===== config.mk =====
export PLATFORM = sky130hd
export DESIGN_NAME = seq_detect_ctrl
export DESIGN_NICKNAME = d
export VERILOG_FILES = /design/src/rtl/seq_detect_ctrl.sv
export SDC_FILE = /design/constraint.sdc
export NUM_CORES = 1
export LEC_CHECK = 0
export ABC_AREA = 1
export CORE_MARGIN = 1
export CORE_UTILIZATION = 45
export DETAILED_ROUTE_END_ITERATION = 12
export PLACE_DENSITY = 0.71
export SLEW_MARGIN = 20
export SYNTH_ARGS = -nofsm -noshare
export SYNTH_HDL_FRONTEND = slang
export SYNTH_SLANG_ARGS = --single-unit

===== constraint.sdc =====
create_clock -name clk -period 2 [get_ports clk]
set_input_delay 0.2 -clock clk [delete_from_list [all_inputs] [get_ports clk]]
set_output_delay 0.2 -clock clk [all_outputs]
set_load 0.02 [all_outputs]

===== src/rtl/seq_detect_ctrl.sv =====
// seq_detect_ctrl: programmable serial-pattern detector with match counting.
// A start command latches the pattern, length, overlap mode and target count.
// Valid-qualified bits are then scanned, and each match is counted. The block
// finishes in DONE when a non-zero target count is reached.
module seq_detect_ctrl #(
   parameter int PW = 8,
   parameter int CW = 8
) (
   input  logic                     clk,
   input  logic                     rst_n,
   input  logic                     start,
   input  logic                     abort,
   input  logic [PW-1:0]            cfg_pattern,
   input  logic [$clog2(PW+1)-1:0]  cfg_len,
   input  logic                     cfg_overlap,
   input  logic [CW-1:0]            cfg_target,
   input  logic                     data_valid,
   input  logic                     data,
   output logic                     busy,
   output logic                     match,
   output logic [CW-1:0]            match_count,
   output logic                     done,
   output logic                     cfg_err
);

   localparam int LW = $clog2(PW+1);
   localparam logic [LW-1:0] PW_L = LW'(PW);

   typedef enum logic [1:0] {
      S_IDLE = 2'd0,
      S_RUN  = 2'd1,
      S_DONE = 2'd2
   } state_t;

   state_t        r_state;
   state_t        w_state_nx;

   logic [PW-1:0] r_win;
   logic [LW-1:0] r_fill;
   logic [PW-1:0] r_pat;
   logic [LW-1:0] r_len;
   logic          r_ovl;
   logic [CW-1:0] r_tgt;
   logic [CW-1:0] r_count;
   logic          r_busy;
   logic          r_match;
   logic          r_done;
   logic          r_cfg_err;

   logic [PW-1:0] w_win_nx;
   logic [LW-1:0] w_fill_nx;
   logic [CW-1:0] w_count_nx;
   logic          w_match_nx;
   logic          w_err_nx;
   logic          w_latch;

   logic          w_len_ok;
   logic [PW-1:0] w_shift;
   logic [LW-1:0] w_fill_inc;
   logic [PW-1:0] w_ones;
   logic [PW-1:0] w_mask;
   logic [CW-1:0] w_count_inc;
   logic          w_hit;

   // Pattern-compare helpers derived from the latched configuration
   always_comb begin
      w_len_ok    = (cfg_len != '0) && (cfg_len <= PW_L);
      w_shift     = PW'({r_win, data});
      w_fill_inc  = (r_fill == PW_L) ? r_fill : r_fill + LW'(1);
      w_ones      = '1;
      w_mask      = ~(w_ones << r_len);
      w_count_inc = (r_count == '1) ? r_count : r_count + CW'(1);
      w_hit       = (w_fill_inc >= r_len) && ((w_shift & w_mask) == (r_pat & w_mask));
   end

   // Next-state and next-output logic; abort takes priority over everything
   always_comb begin
      w_state_nx = r_state;
      w_win_nx   = r_win;
      w_fill_nx  = r_fill;
      w_count_nx = r_count;
      w_match_nx = 1'b0;
      w_err_nx   = 1'b0;
      w_latch    = 1'b0;
      unique case (r_state)
         S_IDLE, S_DONE: begin
            if (abort) begin
               w_state_nx = S_IDLE;
            end else if (start) begin
               if (w_len_ok) begin
                  w_latch    = 1'b1;
                  w_state_nx = S_RUN;
                  w_win_nx   = '0;
                  w_fill_nx  = '0;
                  w_count_nx = '0;
               end else begin
                  w_err_nx = 1'b1;
               end
            end
         end
         S_RUN: begin
            if (abort) begin
               w_state_nx = S_IDLE;
            end else if (data_valid) begin
               w_win_nx  = w_shift;
               w_fill_nx = w_fill_inc;
               if (w_hit) begin
                  w_match_nx = 1'b1;
                  w_count_nx = w_count_inc;
                  if (!r_ovl) begin
                     w_fill_nx = '0;
                  end
                  if ((r_tgt != '0) && (w_count_inc == r_tgt)) begin
                     w_state_nx = S_DONE;
                  end
               end
            end
         end
         default: w_state_nx = S_IDLE;
      endcase
   end

   // State register
   always_ff @(posedge clk or negedge rst_n) begin
      if (!rst_n) begin
         r_state <= S_IDLE;
      end else begin
         r_state <= w_state_nx;
      end
   end

   // Datapath, latched configuration and registered outputs
   always_ff @(posedge clk or negedge rst_n) begin
      if (!rst_n) begin
         r_win     <= '0;
         r_fill    <= '0;
         r_pat     <= '0;
         r_len     <= '0;
         r_ovl     <= 1'b0;
         r_tgt     <= '0;
         r_count   <= '0;
         r_busy    <= 1'b0;
         r_match   <= 1'b0;
         r_done    <= 1'b0;
         r_cfg_err <= 1'b0;
      end else begin
         r_win     <= w_win_nx;
         r_fill    <= w_fill_nx;
         r_count   <= w_count_nx;
         r_match   <= w_match_nx;
         r_cfg_err <= w_err_nx;
         r_busy    <= (w_state_nx == S_RUN);
         r_done    <= (w_state_nx == S_DONE);
         if (w_latch) begin
            r_pat <= cfg_pattern;
            r_len <= cfg_len;
            r_ovl <= cfg_overlap;
            r_tgt <= cfg_target;
         end
      end
   end

   assign busy        = r_busy;
   assign match       = r_match;
   assign match_count = r_count;
   assign done        = r_done;
   assign cfg_err     = r_cfg_err;

endmodule


After elaboration in Yosys (flattened, before gate mapping)
Index checks and enable logic that the tools add are counted.
{"block": "word_totals", "reg_bits": 46, "inputBits": 27}
{"block": "op_classes", "n_addsub": 2, "magnitude_cmp": 2, "n_eq_ne": 14, "n_shift": 1, "muxes": 40, "bitwise_logic": 3, "reduce_logical": 10}
{"cell": "8-bit 2-to-1 mux", "count": 7}
{"cell": "4-bit 2-to-1 mux", "count": 8}
{"cell": "8-bit AND", "count": 2}
{"cell": "8-bit equality test", "count": 2}
{"cell": "8-bit one-hot mux with 2 select lines", "count": 1}
{"cell": "2-bit 2-to-1 mux", "count": 7}
{"cell": "7-bit 2-to-1 mux", "count": 2}
{"cell": "7-bit one-hot mux with 2 select lines", "count": 1}
{"cell": "1-bit 2-to-1 mux", "count": 12}
{"cell": "2-bit inequality test (second input constant)", "count": 6}
{"cell": "8-bit by 1-bit adder with 8-bit output (second input constant)", "count": 1}
{"cell": "8-bit equality test (second input constant)", "count": 1}
{"cell": "8-bit NOT", "count": 1}
{"cell": "4-bit one-hot mux with 2 select lines", "count": 1}
{"cell": "8-bit nonzero test", "count": 1}
{"cell": "8-bit by 4-bit left shift with 8-bit output (first input constant)", "count": 1}
{"cell": "7-bit AND reduction", "count": 1}
{"cell": "6-bit AND reduction", "count": 1}
{"cell": "4-bit by 1-bit adder with 4-bit output (second input constant)", "count": 1}
{"cell": "2-bit by 1-bit equality test with 1-bit output (second input constant)", "count": 2}
{"cell": "2-bit equality test (second input constant)", "count": 2}
{"cell": "4-bit equality test (second input constant)", "count": 1}
{"cell": "4-bit >= comparator", "count": 1}
{"cell": "4-bit <= comparator (second input constant)", "count": 1}
{"cell": "6 further kinds", "count": 8}

Depth between registers and ports, before layout
{"block": "logic_depth", "depth_word": 10, "depth_mapped": 16, "mapped_depth_nobuf": 16}

Worst setup path before layout
OpenSTA, ideal clock, no wires.
{"block": "synth_timing", "path_kind": "register to register", "startpoint": "register r_fill[0]", "endpoint": "register r_count[0] (netlist: match_count[0])", "setup_ns": 0.122, "t_arrival_ns": 1.936, "required_time_ns": 1.878, "setup_slack_ns": -0.058, "stages_incl_launch_ff": 15, "cell_sequence": "dfrtp_1 -> ha_1 -> xor2_1 -> o21ai_0 -> inv_1 -> ha_1 -> nand2_1 -> inv_1 -> nand3_1 -> nand3_1 -> nand3_1 -> a21oi_4 -> inv_4 -> nand2_1 -> o21ai_1"}
{"block": "synth_via", "elab_chain_cells": 6, "word_cells_on_any_way": 7, "classes_between": "1 x add/sub; 1 x order compare; 2 x eq/ne; 1 x mux; 2 x reduce/logical"}
{"element": "from (decl)", "line_no": "39", "rtl": "logic [LW-1:0] r_fill;"}
{"element": "from (signal assigned)", "line_no": "148", "rtl": "r_fill <= w_fill_nx;"}
{"element": "4-bit by 1-bit adder with 4-bit output / 4-bit equality test (equally long branches)", "line_no": "69", "rtl": "w_fill_inc = (r_fill == PW_L) ? r_fill : r_fill + LW'(1);"}
{"element": "4-bit 2-to-1 mux *", "line_no": "69"}
{"element": "4-bit >= comparator *", "line_no": "73", "rtl": "w_hit = (w_fill_inc >= r_len) && ((w_shift & w_mask) == (r_pat & w_mask));"}
{"element": "1-bit logical AND *", "line_no": "73"}
{"element": "2-bit inequality test (no line) *"}
{"element": "7-bit AND reduction (no line) *"}
{"element": "to (signal assigned)", "line_no": "149", "rtl": "r_count <= w_count_nx;"}
{"element": "to (decl)", "line_no": "44", "rtl": "logic [CW-1:0] r_count;"}
Every way passes the cells marked *; elsewhere a longest branch is shown, timed or not.
A chain may end at the register's enable or synchronous reset.

Worst setup path after layout
{"block": "layout_timing", "startpoint": "register r_fill[0]", "endpoint": "register r_fill[0]"}
{"block": "layout_via", "elab_chain_cells": 8, "word_cells_on_any_way": 10, "classes_between": "1 x add/sub; 1 x order compare; 1 x eq/ne; 6 x mux; 1 x reduce/logical"}
{"element": "4-bit by 1-bit adder with 4-bit output / 4-bit equality test (equally long branches)", "line_no": "69"}
{"element": "4-bit 2-to-1 mux *", "line_no": "69"}
{"element": "4-bit >= comparator", "line_no": "73"}
{"element": "1-bit logical AND", "line_no": "73"}
{"element": "4-bit 2-to-1 mux *", "line_no": "107", "rtl": "if (w_hit) begin"}
{"element": "4-bit 2-to-1 mux *", "line_no": "104", "rtl": "end else if (data_valid) begin"}
{"element": "4-bit 2-to-1 mux *", "line_no": "102", "rtl": "if (abort) begin"}
{"element": "4-bit one-hot mux with 2 select lines *", "line_no": "85", "rtl": "unique case (r_state)"}
Every way passes the cells marked *; elsewhere a longest branch is shown, timed or not. The select of a mux whose other input is x is not followed.

==> summary.md <==
| Metric | Value |
|---|---|
| Area leader, netlist | dfrtp_1 |
| Area grow syn2layout | 30.3% |
| Worst slew margin | 64.8% |
| Antenna violations before repair | 0 |
| Final hold vios | 0 |
| Sequential cell area | 1150 um^2 |
| Die Wd | 78.5 um |
| Number of port buffers | 38 |
| Setup slack after layout | -0.163 ns |
| WL final | 6.04 mm |
| Yosys cell types | 32 |
| Nets@finish | 431 |
| Diode count | 0 |
| F_max | 0.462 GHz |
| Slew at the pin with the worst max-slew slack | 0.528 ns |
| Critical path type | flip-flop to flip-flop |
| Syn Nets | 369 |
| Clk buf depth | 2 |
| Outcome | complete, but fails checks |
| Setup violators final | 17 |
| Post-Syn Area per Cell | 7.85 um^2 |
| Leak | 0.00167 uW |
| Final HPWL DP | 4.56 mm |
| Post-route DRC | 0 |
| Synth top area cells | dfrtp_1, nand2_1, nand3_1, inv_1, nor2_1 |
| Fill count | 518 |
| Share of the synthesized area in the top cell type | 43.7% |
| Die Span Y | 78.5 um |
| Die area | 6160 um^2 |
| Mapped Cells | 335 |
| Global-route wire length before repair | 10.1 mm |
| Fraction of layout cells with a size suffix above 1 | 18.8% |
| CP Max Fanout | 4 |
| Remaining antenna violation count | 0 |
| CTS tree | yes |
| Peak supply drop | 0.509 mV |
| Register clock-pin slew on the reported worst setup and hold paths | 0.08 ns |
| Vias per inst | 5.10 |
| WL per Instance | 12.8 um |
| Max-Cap Viols | 0 |
| FF+latch count, synth | 46 |
| Initial core utilization | 47.2% |
| Largest net degree at the start of global routing | 27 |
| Yosys Warn Count | 0 |
| CP Data Arrival Time | 2.36 ns |
| Worst-Skew Late Latency | 0.30 ns |
| Clk Tree Root Cell | clkbuf_8 |
| CTS H-tree lvls | 2 |
| Final core occ | 61.5% |
| Number of CTS-inserted buffers | 5 |
| Hold Crit Class | input port to async pin |
| Fin crit period | 2.16 ns |
| Drt first pass iters | 4 |
| Worst setup EP type | flip-flop |
| Multi-input logic area | 1360 um^2 |
| Seq/Total Area, Yosys | 43.7% |
| Fin. max-slew vios | 0 |
| Initial DRC Count | 178 |
| Worst slack, placed | -0.240 ns |
| Final Cycle Share | 108% |
| Via count | 2398 |
| Power, Total | 3010 uW |
| Clock Skew | 0.0101 ns |
| Ports | 39 |
| Failing checks | negative setup slack |
| Synthesized cell area | 2630 um^2 |
| Unrepaired setup endpoints after global routing | yes |
| GRT Total Usage | 21.3% |
| Data required, critical path | 2.20 ns |
| GR Overflow Total | 0 |
| Core Rows | 27 |
| Vias in the first global route | 2237 |
| Placer's final routability congestion estimate | 0.870 |
| Clk sink count | 46 |
| Core ar. | 5570 um^2 |
| Critical path launch point type | flip-flop |
| Power Dens Cells | 877 nW/um^2 |
[cell usage in the layout (no fill, tap or decap), drive strengths merged, types with 2 or more instances in the layout]
master,Yosys,final
nand4,6,6
nor3,3,3
nand2,88,88
o22ai,7,7
o21bai,2,2
nor2,32,32
inv,47,47
dfrtp,46,46
o21ai,18,18
ha,7,7
a21oi,17,18
nand3,42,42
xor2,6,6
mux2,5,5
clkbuf,2,7
buf,4,22
clkdlybuf4s50,0,37
[through the flow]
step	hold slack (ns)	cell area, um^2	TNS (ns)	cells
floorplan	-0.0956	2640	-0.0218	335
global placement	0.197	3200	-0.719	454
detailed placement	0.202	3200	-3.09	454
CTS	0.416	3380	-1.24	469
global route	0.454	3430	-3.96	470
finish	0.408	3430	-1.76	470
[area by class of cell]
| class | instances | area share (%) |
|---|---|---|
| Timing Repair Buffer | 60 | 16.3 |
| Multi-Input combinational cell | 237 | 39.5 |
| Clock buffer | 7 | 2.52 |
| Tap cell | 72 | 2.63 |
| Inverter | 47 | 5.29 |
| Clock inverter | 1 | 0.146 |
| Sequential cell | 46 | 33.6 |
[state kept, by name, summed over array words and instances, names as in the netlist, 2 cells and up]
register and flops:
r_fill 4, r_state 2, match_count 8, r_tgt 8, r_pat 8, r_win 7, r_len 4
[worst max-delay path, cell delays in order (launching register included)]
cell	delay (ns)
dfrtp_1	0.42
inv_1	0.07
ha_2	0.16
nand2_2	0.06
o21ai_2	0.17
inv_2	0.07
ha_4	0.26
nand2_2	0.04
inv_2	0.05
nand3_2	0.06
nand3_2	0.11
nand3_4	0.09
or2_1	0.25
nand2_2	0.10
inv_2	0.05
nand2_2	0.04
nand2_1	0.05
[where the power goes]
group / switching [uW] / internal [uW]
Combinational: 659 / 505
Clock: 314 / 279
Sequential: 138 / 1110
[routing by layer]
layer	vias up	global-route usage (%)	wire length (um)	part of all wire, %
li1	1218	-	-	-
met5	-	0	0	0
met1	1106	27.6	2710	45
met3	10	3.84	247	4.1
met2	64	36.4	2990	50
met4	0	5.74	83	1.4
[cells in the mapped netlist (all sizes together)]
cell     count
nand3       42
xnor2        1
nand2       88
dfrtp       46
or2          1
clkbuf       2
nor2        32
inv         47
o21bai       2
ha           7
o22ai        7
a21oi       17
o21ai       18
mux2         5
xor2         6
nand4        6
nor3         3
o2111ai      1
buf          4
[final timing paths]
kind | endpoint | slack [ns] | cells past startpoint | startpoint
max | r_fill[0] | -0.16 | 16 | r_fill[0]
min in group clk | r_pat[3] | 0.47 | 3 | cfg_pattern[3]
min reg2reg | r_win[6] | 0.52 | 2 | r_win[6]
max reg2reg | r_fill[0] | -0.16 | 16 | r_fill[0]
min | r_pat[0] | 0.41 | 2 | rst_n
max in group asynchronous | r_state[1] | 1.08 | 3 | rst_n
[cells by family after synthesis]
| group | count (synthesis) | share of synthesized area [%] |
|---|---|---|
| multiplexers | 5 | 2.14 |
| AO/OA/AOI/OAI | 45 | 9.89 |
| XOR/XNOR | 7 | 2.33 |
| adder cells (fa/ha/maj) | 7 | 3.33 |
| buffers and inverters | 53 | 8.18 |
| AND/OR/NAND/NOR | 172 | 30.4 |
| flip-flops | 46 | 43.7 |
[what timing repair did]
action	4_1_cts	5_1_grt
hold buffers	1	0
endpoints found under the setup margin	17	17
cloned	1	0
endpoints found under the hold margin	20	0
buffers inserted	5	1
pin swaps	2	5
resized for setup	8	11
Power figures use the tool's default switching activity.
==> RTL edit, RTL diff (config.mk and constraints unchanged) <==
Register the output `match_count` once more, cleared by the reset; this adds one clock of latency there. The other outputs are not delayed to match.
--- a/src/rtl/seq_detect_ctrl.sv
+++ b/src/rtl/seq_detect_ctrl.sv
@@ -162,7 +162,13 @@
 
    assign busy        = r_busy;
    assign match       = r_match;
-   assign match_count = r_count;
+   always_ff @(posedge clk or negedge rst_n) begin
+      if (!rst_n) begin
+         match_count <= '0;
+      end else begin
+         match_count <= r_count;
+      end
+   end
    assign done        = r_done;
    assign cfg_err     = r_cfg_err;
 
Check against the original RTL: not equivalent (Yosys sat finds a counterexample within 4 cycles, from zero or initial values and one cycle with rst_n low).
==> RTL edit against the unedited design <==
  * Largest power group unchanged
  * Sequential cell count up 8
  * Power down 1.6%
  * First-iteration DRC count down 22%
  * Non-clock buffer count down 7
  * Setup slack better by 94 ps
  * Synthesized area up 5.2%
  * Count of clock-buffer cells in the layout down 2
  * Largest cell class is now flip-flops and latches
  * Final area up 3.2%
  * Combinational power down 24%
  * The run still ends with setup timing left
  * Routed wire length down 2.3%
==> RTL edit: results (changes against the unedited design) <==
STA
  • Fin Hold WS: 373 ps (was 408 ps)
  • Setup violators final: 15 (was 17)
  • Skew final: 6.59 ps (was 10.1 ps)
  • Post-layout worst setup margin: -69.0 ps (was -163 ps)
  • Sum Neg Setup Slack: -585 ps (was -1760 ps)

Synth
  • Synth Area in Adders: 3.16% (was 3.33%)
  • Mux share of post-synthesis cell area: 0% (was 2.14%)
  • Synth cell types: 28 (was 32)
  • Post-synthesis xor/xnor area fraction: 2.21% (was 2.33%)
  • Top post-synthesis cells by area: dfrtp_1 (49%), nand2_1 (14%), inv_1 (7.0%), nand3_1 (6.0%), o21ai_0 (4.7%) (was dfrtp_1 (44%), nand2_1 (12%), nand3_1 (7.6%), inv_1 (6.0%), nor2_1 (3.7%))
  • Synth Area in Compound Gates: 9.35% (was 9.89%)

GRT
  • Grt met2 use: 33.1% (was 36.4%)
  • Gr usage total: 20.5% (was 21.3%)
  • GR met3 Demand/Resource: 3.75% (was 3.84%)
  • Met1 usage: 27.7% (was 27.6%)
  • Number of global-route vias before repair: 2,155 (was 2,237)

Finish
  • Layout cells sized above 1: 13.0% (was 18.8%)

Worst setup path
  • Crit path max-delay family: compound AO/OA/AOI/OAI gates (was simple AND/OR/NAND/NOR gates)
  • Worst EP arrival: 2260 ps (was 2360 ps)
  • R2R cell count: 11 (was 16)
  • CP Capture Point: r_count[1] (was r_fill[0])
  • CP startpoint: r_fill[1] (was r_fill[0])

Clocking
  • PostCTS Resize Cnt: 16 (was 8)
  • Clk slew on worst S/H paths: 100 ps (was 80 ps)

Placement
  • Post-DP Area: 3320 um2 (was 3200 um2)
  • Setup WS pre-CTS: -111 ps (was -240 ps)
  • GP Congestion: 0.885 (was 0.870)

Run status
  • Failing checks: setup timing (unchanged)
  • Status: finished, violations left (unchanged)

Routing
  • DRT met1 WL: 2920 um (was 2710 um)
  • Via count: 2,297 (was 2,398)
  • Initial DRC Count: 138 (was 178)
## RTL edit: changes by cell type after synthesis, sizes merged, moves of 8 or more
cell   change
inv        +8
o21ai     +10
a21oi     -15
nand2     +21
dfrtp      +8
nor2      -12
## RTL edit: cell type report
| cell class | instances | area share [%] |
|---|---|---|
| flip-flops and latches | 54 | 38.2 |
| inverters | 55 | 5.90 |
| clock buffers | 5 | 1.94 |
| clock inverters | 3 | 1.27 |
| multi-input cells | 231 | 35.5 |
| repair buffers | 53 | 14.6 |
| well taps | 75 | 2.65 |
## RTL edit: power by group
| group | total (uW) | internal (uW) | switching [uW] |
|---|---|---|---|
| Combinational | 876 | 377 | 499 |
| Sequential | 1350 | 1230 | 113 |
| Clock | 735 | 373 | 362 |
| Total | 2960 | 1980 | 974 |
